`config.mk`:
```
export PLATFORM = sky130hd
export DESIGN_NAME = uart_ring_collector
export DESIGN_NICKNAME = d
export VERILOG_FILES = /design/src/rtl/uart_ring_collector.sv
export SDC_FILE = /design/constraint.sdc
export NUM_CORES = 1
export LEC_CHECK = 0
export CAP_MARGIN = 15
export CORE_UTILIZATION = 50
export CTS_CLUSTER_DIAMETER = 50
export CTS_CLUSTER_SIZE = 28
export DETAILED_ROUTE_END_ITERATION = 7
export PLACE_DENSITY = 0.78
export SETUP_SLACK_MARGIN = 0.02
export SKIP_CTS_REPAIR_TIMING = 1
export SYNTH_ARGS = -nofsm -noshare
export SYNTH_HDL_FRONTEND = slang
export SYNTH_SLANG_ARGS = --single-unit
```
`constraint.sdc`:
```
create_clock -name i_clk -period 29 [get_ports i_clk]
set_clock_uncertainty 0.2 [all_clocks]
set_input_delay 5.8 -clock i_clk [delete_from_list [all_inputs] [get_ports i_clk]]
set_output_delay 5.8 -clock i_clk [all_outputs]
set_load 0.1 [all_outputs]
```
`src/rtl/uart_ring_collector.sv`:
```
// Multi-channel UART store-and-forward hub: per-channel ring buffers in one shared single-port RAM.
// Optional macro COLLECTOR_OVERFLOW_DROP_EN: drop bytes into a full ring and flag sticky o_overflow.
module uart_ring_collector #(
    parameter int NCH        = 10,
    parameter int DEPTH_LOG2 = 10,
    parameter int DW         = 8,
    localparam int CH_W      = $clog2(NCH),
    localparam int ADDRW     = CH_W + DEPTH_LOG2
) (
    input  logic                 i_clk,
    input  logic                 i_rst,
    input  logic [NCH-1:0]       i_rx_ready,
    input  logic [NCH*DW-1:0]    i_rx_data,
    output logic [NCH-1:0]       o_rx_read,
    input  logic [NCH-1:0]       i_tx_full,
    output logic [NCH-1:0]       o_tx_write,
    output logic [DW-1:0]        o_tx_data,
    output logic [ADDRW-1:0]     o_addr,
    output logic [DW-1:0]        o_wdata,
    input  logic [DW-1:0]        i_rdata,
    output logic                 o_we,
    output logic                 o_re,
    output logic [NCH-1:0]       o_empty,
    output logic [NCH-1:0]       o_full
`ifdef COLLECTOR_OVERFLOW_DROP_EN
    ,
    output logic [NCH-1:0]       o_overflow
`endif
);

    typedef enum logic {
        ST_ARB     = 1'b0,
        ST_RD_DATA = 1'b1
    } state_t;

    localparam logic [DEPTH_LOG2:0] FULL_CNT = {1'b1, {DEPTH_LOG2{1'b0}}};
    localparam logic [CH_W-1:0]     CH_LAST  = CH_W'(NCH - 1);

    state_t                r_state;
    logic [CH_W-1:0]       r_rr;
    logic [CH_W-1:0]       r_rd_ch;
    logic                  r_phase;
    logic [DEPTH_LOG2-1:0] r_wptr  [NCH];
    logic [DEPTH_LOG2-1:0] r_rptr  [NCH];
    logic [DEPTH_LOG2:0]   r_count [NCH];

    logic [CH_W-1:0]       w_ch;
    logic [DEPTH_LOG2:0]   w_cnt;
    logic                  w_ring_full;
    logic                  w_arb;
    logic                  w_wr_req;
    logic                  w_rd_ok;
    logic                  w_sel_rd;
    logic                  w_sel_wr;
    logic                  w_store;

    assign w_ch        = r_rr;
    assign w_cnt       = r_count[w_ch];
    assign w_ring_full = (w_cnt == FULL_CNT);
    assign w_arb       = (r_state == ST_ARB) && !i_rst;

    // In drop mode a full ring still competes for the slot so the byte can be discarded.
`ifdef COLLECTOR_OVERFLOW_DROP_EN
    assign w_wr_req = i_rx_ready[w_ch];
`else
    assign w_wr_req = i_rx_ready[w_ch] && !w_ring_full;
`endif
    assign w_rd_ok  = (w_cnt != '0) && !i_tx_full[w_ch];
    assign w_sel_rd = w_arb && w_rd_ok && (!w_wr_req || r_phase);
    assign w_sel_wr = w_arb && w_wr_req && !w_sel_rd;
    assign w_store  = w_sel_wr && !w_ring_full;

    always_comb begin
        o_rx_read  = '0;
        o_tx_write = '0;
        o_tx_data  = '0;
        o_addr     = '0;
        o_wdata    = '0;
        o_we       = 1'b0;
        o_re       = 1'b0;
        if (w_sel_wr) begin
            o_rx_read[w_ch] = 1'b1;
            if (!w_ring_full) begin
                o_we    = 1'b1;
                o_addr  = {w_ch, r_wptr[w_ch]};
                o_wdata = i_rx_data[int'(w_ch) * DW +: DW];
            end
        end else if (w_sel_rd) begin
            o_re   = 1'b1;
            o_addr = {w_ch, r_rptr[w_ch]};
        end else if (!i_rst && r_state == ST_RD_DATA) begin
            o_tx_write[r_rd_ch] = 1'b1;
            o_tx_data           = i_rdata;
        end
    end

    always_comb begin
        o_empty = '0;
        o_full  = '0;
        for (int c = 0; c < NCH; c++) begin
            o_empty[c] = (r_count[c] == '0);
            o_full[c]  = (r_count[c] == FULL_CNT);
        end
    end

    always_ff @(posedge i_clk or posedge i_rst) begin
        if (i_rst) begin
            r_state <= ST_ARB;
            r_rr    <= '0;
            r_rd_ch <= '0;
            r_phase <= 1'b0;
            for (int c = 0; c < NCH; c++) begin
                r_wptr[c]  <= '0;
                r_rptr[c]  <= '0;
                r_count[c] <= '0;
            end
        end else begin
            case (r_state)
                ST_ARB: begin
                    r_rr <= (r_rr == CH_LAST) ? '0 : r_rr + CH_W'(1);
                    if (w_wr_req && w_rd_ok) begin
                        r_phase <= ~r_phase;
                    end
                    if (w_store) begin
                        r_wptr[w_ch]  <= r_wptr[w_ch] + DEPTH_LOG2'(1);
                        r_count[w_ch] <= w_cnt + (DEPTH_LOG2 + 1)'(1);
                    end
                    // Pointer and count move at issue; the data returns next cycle.
                    if (w_sel_rd) begin
                        r_rptr[w_ch]  <= r_rptr[w_ch] + DEPTH_LOG2'(1);
                        r_count[w_ch] <= w_cnt - (DEPTH_LOG2 + 1)'(1);
                        r_rd_ch       <= w_ch;
                        r_state       <= ST_RD_DATA;
                    end
                end
                ST_RD_DATA: begin
                    r_state <= ST_ARB;
                end
            endcase
        end
    end

`ifdef COLLECTOR_OVERFLOW_DROP_EN
    logic [NCH-1:0] r_overflow;

    always_ff @(posedge i_clk or posedge i_rst) begin
        if (i_rst) begin
            r_overflow <= '0;
        end else if (w_sel_wr && w_ring_full) begin
            r_overflow[w_ch] <= 1'b1;
        end
    end

    assign o_overflow = r_overflow;
`endif

endmodule

```
==> reports/metrics.csv <==
metric;value;unit
GRT Util Overall;0.325;
Clock Sinks;320;
worst-margin pin slew;1.35;ns
Post-Route WL;58900;um
fin. max-slew vios;0;
share of layout cells above drive strength 1;0.227;
row count;69;
fraction of registers with async set/reset;1.00;
CP Capture Type;output pin;
Layout area overhead;17.5;%
Root Driver;clkbuf_16;
Slew headroom;0.0939;
routability cong.;1.03;
first-pass GRT wire length;89500;um
Main synth FF type;dfrtp_1;
critical path type;input pin to output pin;
placed cell area;19900;um2
drc violations;0;
Fmax;60.3;MHz
Core Area;35500;um2
Yosys warning count;0;
largest net degree at the start of global routing;80;
slowest CP cell;clkdlybuf4s50_1;
Die Ht;191;um
vias per cell;6.69;
first-pass iteration count of the detailed router;6;
area leader, netlist;dfrtp_1;
outcome;complete, no violations;
via count;14800;
crit-path cells;clkdlybuf4s50_1, mux4_2, a22oi_1, o21ai_0, nor2_1, o31a_1, nand2_1, buf_4, inv_2, a21o_1, clkdlybuf4s50_1;
CTS tree;yes;
post-synthesis average cell area;11.3;um2
Synth cell types;79;
# setup viols final;0;
Total Neg Setup Slack;0;ns
clk buf depth;3;
FF+latch area;8020;um2
clk_lat worst skew;0.59;ns
total CTS buffers;31;
most frequent CP cell;clkdlybuf4s50_1;
critical path launch point type;input pin;
fin crit share;0.571;
RSZ-0062 raised after global routing;no;
clk slew on worst S/H paths;0.07;ns
leak pwr;9.23;nW
top cells by area, synth;dfrtp_1 45%, mux2_2 9.9%, mux4_2 7.5%, nand2_1 3.4%, mux2i_1 3.2%;
crit path DAT;10.57;ns
multi-input logic area;9180;um2
Max-Cap Viols;0;
final hold viol count;0;
setup slack at placement;12.52;ns
Syn Nets;1705;
share of the synthesized area in the top cell type;0.446;
Post-Syn Instances;1591;
Routed wire per std cell;26.7;um
top-count cell post-synth;dfrtp_1;
Hold Crit Class;flop to flop;
Worst Path Max Fanout;45;
vias in the first global route;14800;
port bufs;181;
Final WS setup;12.43;ns
number of antenna violations at the first check in global routing;0;
DIE AREA;36700;um2
grt ovf;0;
DR iter-0 viols;1669;
synthesized area;17900;um2
Antenna Cells;0;
Synth Register Bits;320;
Commonest cells post-synth;320 x dfrtp_1, 163 x nand2_1, 157 x mux2_2, 114 x nor2_1, 81 x nand3_1;
Die Span X;191;um
DP HPWL;40300;um
register area share after synthesis;0.446;
required time worst endpoint;23.00;ns
Starting Density;0.506;
pwr/cell area;115;nW/um2
H-tree levels;1;
Detail Route Antenna Nets;0;
Final Cell Area;21100;um2
EDFF count, synth;0;
peak supply drop;0.144;mV
hold slack;0.282;ns
IO Count;182;
fin nets;1838;
minimum clock period;16.57;ns
fill count;2841;
CP peak stage delay;1.14;ns
-- registers in the layout (all words and copies together), names as in the netlist --
name and flops:
r_rr 4, r_rptr 100, r_rd_ch 4, r_state 1, r_count 110, r_wptr 100, r_phase 1
-- final cells by class --
cell class | instances | share of cell area
clock buffers | 31 | 0.0368
clock inverters | 27 | 0.0148
inverters | 30 | 0.00570
multi-input cells | 1123 | 0.435
flip-flops and latches | 320 | 0.380
well taps | 461 | 0.0274
repair buffers | 218 | 0.0998
-- layout by cell type (no fill, tap or decap), types with 31 or more instances in the layout --
cell type        count
dfrtp_1            316
clkdlybuf4s50_1    181
nand2_1            163
mux2_2             157
nor2_1             114
nand3_1             80
o21ai_0             63
mux4_2              60
mux2i_1             58
o221a_2             39
buf_4               33
a22oi_1             31
clkbuf_16           31
-- cell families (layout without fill, tap and decap cells) --
| family | after synthesis | count (layout) | share of synthesized area |
|---|---|---|---|
| AOI/OAI and AO/OA | 278 | 278 | 0.120 |
| xor gates and xnor gates | 29 | 29 | 0.0146 |
| adders and majority gates | 4 | 4 | 0.00279 |
| buffers and inverters | 148 | 306 | 0.0446 |
| DFF | 320 | 320 | 0.446 |
| muxes | 315 | 315 | 0.239 |
| and+or+nand+nor | 497 | 497 | 0.133 |
-- layer usage --
metal | GRT usage | vias to the layer above | wire [um]
met5 | 0 | - | 0
met4 | 0.152 | 0 | 2770
met1 | 0.433 | 7459 | 22700
met3 | 0.0780 | 172 | 6120
li1 | - | 6254 | -
met2 | 0.499 | 901 | 27300
-- critical path, delay by kind of cell --
kind	cells	cell delay (ns)
buf+inv	4	2.55
compound gates	4	1.41
mux	1	0.46
simple gates	2	0.33
-- metrics by stage --
step	std cells	power [W]	utilization
2_1_floorplan	1591	0.00153	-
3_3_place_gp	2147	0.00190	0.562
3_5_place_dp	2147	0.00193	0.562
4_1_cts	2205	0.00236	0.593
5_1_grt	2210	0.00251	0.594
6_report	2210	0.00243	0.594
-- worst paths after layout --
path / cells after the start / slack, ns / startpoint / to
min in group asynchronous: 2 / 5.46 / i_rst / r_count[18]
max: 11 / 12.43 / i_tx_full[3] / o_addr[0]
min: 2 / 0.28 / r_rptr[10] / r_rptr[10]
min reg2reg: 2 / 0.28 / r_rptr[10] / r_rptr[10]
max in group asynchronous: 4 / 20.82 / i_rst / r_rr[0]
max reg2reg: 9 / 22.25 / r_rr[1] / r_count[54]
-- power by group --
group / switching, W / internal [W]
sequential: 0.000143 / 0.000552
combinational: 0.000887 / 0.000423
clock: 0.000204 / 0.000226
No activity file was read; power rests on OpenSTA's default activity.
==> variant 1, RTL diff (same flow settings) <==
`NCH`: 10 -> 20.
--- a/src/rtl/uart_ring_collector.sv
+++ b/src/rtl/uart_ring_collector.sv
@@ -3,3 +3,3 @@
 module uart_ring_collector #(
-    parameter int NCH        = 10,
+    parameter int NCH        = 20,
     parameter int DEPTH_LOG2 = 10,
Interface: changed (8 resized); port bits go from 182 to 323. No check against the original RTL was run, so the function may have changed too.
==> variant 1 against the unedited design <==
Synthesized area up 91%. Worst hold slack worse by 0.0065 ns. Highest routed layer is now met5. Final area up 90%. Power up 110%. Combinational power up 120%. Final cell count up 89%. Sequential power up 100%. Sequential share of layout area up 1.5 points. Wire length up 98%. Setup slack better by 0.27 ns. Critical path depth down 1. Sequential cell count up 312. Count of clock-buffer cells in the layout up 26.
==> variant 1: results (changes against the unedited design) <==
** Outcome
- Result of the run: finished, final reports clean (unchanged).

** GRT
- The pin count of the biggest net entering global routing is 123 (was 80).
- The met1 track demand over resource in global routing is 0.444 (was 0.433).
- The fraction of met2 tracks used by global routing is 0.482 (was 0.499).
- Met3 track utilization from global routing :: 0.103 (was 0.0780)
- Via count of the first global-routing pass :: 27.4k (was 14.8k)
- The combined global-route utilization of all metal layers came to 0.331 (was 0.325).

** Logic synthesis
- Commonest cells post-synth: sky130_fd_sc_hd__dfrtp_1 (632), sky130_fd_sc_hd__nand2_1 (403), sky130_fd_sc_hd__mux2_2 (245) (was sky130_fd_sc_hd__dfrtp_1 (320), sky130_fd_sc_hd__nand2_1 (163), sky130_fd_sc_hd__mux2_2 (157)).
- Complex-gate fraction of the synthesized area :: 0.106 (was 0.120)
- Post-synthesis adder-cell area fraction :: 0.00291 (was 0.00279)
- The fraction of the yosys area taken by sequential cells is 0.460 (was 0.446).
- The net count after synthesis came to 3,316 (was 1,705).

** Clock tree
- Number of buffers added by the clock tree synthesis step :: 55 (was 31)
- Later-pin clock latency in the skew report :: 0.67 ns (was 0.59 ns)
- The number of H-tree levels came to 2 (was 1).

** Place
- Total placed cells including tap cells :: 4,073 (was 2,147)
- PortBufs :: 322 (was 181)

** Power and ir drop
- Combinational power :: 0.00285 W (was 0.00131 W)
- The switching power is 0.00266 W (was 0.00123 W).
- Clock group share of total power :: 0.160 (was 0.177)
- LEAKAGE :: 17.7 nW (was 9.23 nW)

** Cells and area
- The buffer count excluding the clock tree in the final layout was 406 (was 218).
- Clk tree area frac :: 0.0504 (was 0.0516)
- The final instance area was 40,100 sq um (was 21,100 sq um).
- The number of fillers in the final layout is 5,368 (was 2,841).
- The non-clock buffer area fraction after layout was 0.0976 (was 0.0998).
- Non-filler cells, final :: 4,182 (was 2,210)
- The number of clock buffers in the layout was 57 (was 31).
- The register area is 15,800 sq um (was 8020 sq um).
- Inverters, non-clock :: 67 (was 30)
- The share of layout cells above drive strength 1 came to 0.210 (was 0.227).

** Route
- The routed metal-1 wire length came to 44.8 mm (was 22.7 mm).
- The wire length on met3 is 14.3 mm (was 6.12 mm).
- Violation count after the first detailed-route iteration :: 3,805 (was 1,669)

** Worst setup path
- The critical register-to-register path endpoint was r_rptr[107] (was r_count[54]).
- The data arrival time of the critical path is 10.30 ns (was 10.57 ns).
- The worst setup slack for register-to-register paths was 20.84 ns (was 22.25 ns).

** STA
- The worst slew slack as a fraction of its limit came to 0.187 (was 0.0939).
- The worst-case hold slack was 0.276 ns (was 0.282 ns).

** Min path
- Endpoint with the worst hold slack :: r_wptr[6] (was r_rptr[10])
==> variant 1: cell types whose count changed in the layout (fill, tap and decap cells not counted), sizes merged, moves of 33 or more <==
cell           unedited run  this run
clkdlybuf4s50           181       322
nand2                   167       404
nor2                    118       211
o221a                    47        14
inv                      44        91
o21ai                    70       153
nand3                    84       170
mux2i                    58       150
mux2                    188       283
buf                      37        84
mux4                     69       164
dfrtp                   320       632
o211ai                    2        77
==> variant 1: worst max path at each step <==
stage	start	endpoint	slack (ns)	cells after the start
3_3_place_gp	i_rx_ready[12]	o_addr[9]	12.85	10
6_report	i_rx_ready[4]	o_addr[5]	12.70	10
3_5_place_dp	i_rx_ready[15]	o_addr[5]	12.75	10
5_1_grt	i_rx_ready[15]	o_addr[5]	12.57	10
2_1_floorplan	i_rst	o_tx_data[0]	2.04	2
4_1_cts	i_rx_ready[4]	o_addr[5]	12.70	10
==> variant 2, RTL diff (same flow settings) <==
Made on the original files. Build with the macro `COLLECTOR_OVERFLOW_DROP_EN` defined.
--- a/src/rtl/uart_ring_collector.sv
+++ b/src/rtl/uart_ring_collector.sv
@@ -2,2 +2,4 @@
 // Optional macro COLLECTOR_OVERFLOW_DROP_EN: drop bytes into a full ring and flag sticky o_overflow.
+`define COLLECTOR_OVERFLOW_DROP_EN
+
 module uart_ring_collector #(
Check against the original RTL (old outputs only; new: o_overflow): no difference found for any inputs over 4 cycles, from zero or initial values and one cycle with i_rst high; that may be too few to reach the edited logic, so the function may still have changed.
==> variant 2 against the unedited design <==
The run now ends with DRC left. Sequential power down 0.6%. Final area up 0.47%. Synthesized area about the same. Worst hold slack worse by 0.020 ns. Setup slack better by 0.17 ns. Core utilization up 0.28 points. Wire length up 0.39%. Combinational power down 6%. Power down 3.7%. Sequential cell count up 10.
==> variant 2: results (changes against the unedited design) <==
** Outcome
- Result of the run :: complete, but fails checks (was finished, final reports clean)
- The final reports fail on DRC.

** Worst setup path
- The worst setup slack for register-to-register paths came to 21.55 ns (was 22.25 ns).
- Maximum fanout along the worst path :: 19 (was 45)
- The last element of the critical path is o_addr[13] (was o_addr[0]).
- Start point of the critical path :: i_tx_full[6] (was i_tx_full[3])
- Worst Reg-to-Reg Cells :: 11 (was 9)
- Crit Reg-Reg Endpoint :: r_count[71] (was r_count[54])
- The critical path's largest stage delay is 0.99 ns (was 1.14 ns).
- Worst path arrival time :: 10.40 ns (was 10.57 ns)

** GRT
- The met3 usage was 0.0889 (was 0.0780).
- The fraction of met2 tracks used by global routing was 0.500 (was 0.499).
- The combined global-route utilization of all metal layers came to 0.321 (was 0.325).
- Pin count of the biggest net entering global routing :: 110 (was 80)
- The global-route wire length before repair is 88.7 mm (was 89.5 mm).
- Met1 usage in global routing :: 0.411 (was 0.433)

** Cells and area
- Fill cell instance count of the final layout :: 2,795 (was 2,841)
- The number of nets in the layout is 1,874 (was 1,838).
- The share of layout cells above drive strength 1 is 0.206 (was 0.227).

** Route
- Total Routed Length :: 59.1 mm (was 58.9 mm)
- Vias :: 14.9k (was 14.8k)
- The starting DRC count in detailed routing was 1,461 (was 1,669).
- Routed via count divided by cell count :: 6.66 (was 6.69)
- The number of search-and-repair iterations in the first detailed-routing pass came to 8 (was 6).
- # DRC :: 4 (was 0)

** Logic synthesis
- The number of different library cells in the post-synthesis netlist was 80 (was 79).
- Commonest cells post-synth :: sky130_fd_sc_hd__dfrtp_1 (330), sky130_fd_sc_hd__nand2_1 (199), sky130_fd_sc_hd__mux2_2 (166) (was sky130_fd_sc_hd__dfrtp_1 (320), sky130_fd_sc_hd__nand2_1 (163), sky130_fd_sc_hd__mux2_2 (157))
- The fraction of the yosys area taken by sequential cells is 0.460 (was 0.446).
- Top cells by area in the synthesized netlist :: sky130_fd_sc_hd__dfrtp_1 (46%), sky130_fd_sc_hd__mux2_2 (10%), sky130_fd_sc_hd__mux4_2 (8.2%) (was sky130_fd_sc_hd__dfrtp_1 (45%), sky130_fd_sc_hd__mux2_2 (9.9%), sky130_fd_sc_hd__mux4_2 (7.5%))
- Post-Synthesis Cells :: 1,621 (was 1,591)

** Power and ir drop
- The maximum resistive drop on vdd is 0.0913 mV (was 0.144 mV).
- The switching power came to 0.00116 W (was 0.00123 W).

** Place
- PortBufs :: 191 (was 181)
- The placed wire-length estimate was 38.5 mm (was 40.3 mm).
- The placer's final routability congestion estimate is 0.977 (was 1.03).
- The instance count after placement with tap cells included came to 2,189 (was 2,147).

** STA
- Transition time at the pin with the least slew margin :: 1.27 ns (was 1.35 ns)

** Clock tree
- Later-pin clock latency in the skew report :: 0.61 ns (was 0.59 ns)
-- variant 2: power by group through the flow --
stage	clock, W	sequential, W	combinational, W
after floorplan	0	0.000648	0.000869
after global placement	0	0.000685	0.00116
after detailed placement	0	0.000691	0.00119
after CTS	0.000429	0.000683	0.00119
after global routing	0.000446	0.000700	0.00128
final	0.000427	0.000690	0.00123
-- variant 2: worst max-delay path, delay by kind of cell --
family	cells	cell delay (ns)
buffers and inverters	3	1.56
AND/OR/NAND/NOR	3	0.95
AO/OA/AOI/OAI	3	1.62
multiplexers	1	0.45
-- variant 2: cell type report --
type | count | area [sq um] | area share
Sequential cell | 330 | 8270 | 0.390
Inverter | 33 | 136 | 0.00644
Timing Repair Buffer | 219 | 2120 | 0.100
Tap cell | 461 | 577 | 0.0272
Clock inverter | 23 | 272 | 0.0128
Clock buffer | 33 | 782 | 0.0369
Multi-Input combinational cell | 1146 | 9030 | 0.426
-- variant 2: routing by layer --
layer	part of all wire	vias to the layer above	routed length, um
li1	-	6292	-
met1	0.38	7533	22200
met2	0.47	908	27800
met3	0.10	214	6060
met4	0.052	0	3080
met5	0	-	0
-- variant 2: cells by family after synthesis --
logic type,count (synthesis),synth area share
AO/OA/AOI/OAI,289,0.124
buffers and inverters,145,0.0387
flip-flops,330,0.460
multiplexers,305,0.227
AND/OR/NAND/NOR,521,0.134
adder cells (fa/ha/maj),4,0.00279
XOR/XNOR,27,0.0132
-- variant 2: worst min path at each step --
| stage | from | to | depth (start not counted) |
|---|---|---|---|
| 5_1_grt | o_overflow[7] | o_overflow[7] | 1 |
| 3_5_place_dp | o_overflow[9] | o_overflow[9] | 1 |
| 6_report | o_overflow[0] | o_overflow[0] | 1 |
| 3_3_place_gp | o_overflow[9] | o_overflow[9] | 1 |
| 4_1_cts | o_overflow[0] | o_overflow[0] | 1 |
| 2_1_floorplan | r_rptr[61] | r_rptr[61] | 2 |
-- variant 2: through the flow --
step                      utilization  power (W)  worst slack (ns)  cell area, sq um  hold WS, ns
final                           0.597    0.00235             12.60             21200        0.262
after global placement          0.567    0.00185             12.87             20100        0.239
after global routing            0.597    0.00242             12.51             21200        0.283
after floorplan                     -    0.00152              6.16             18000        0.234
after detailed placement        0.567    0.00188             12.76             20100        0.244
after CTS                       0.597    0.00230             12.73             21200        0.266
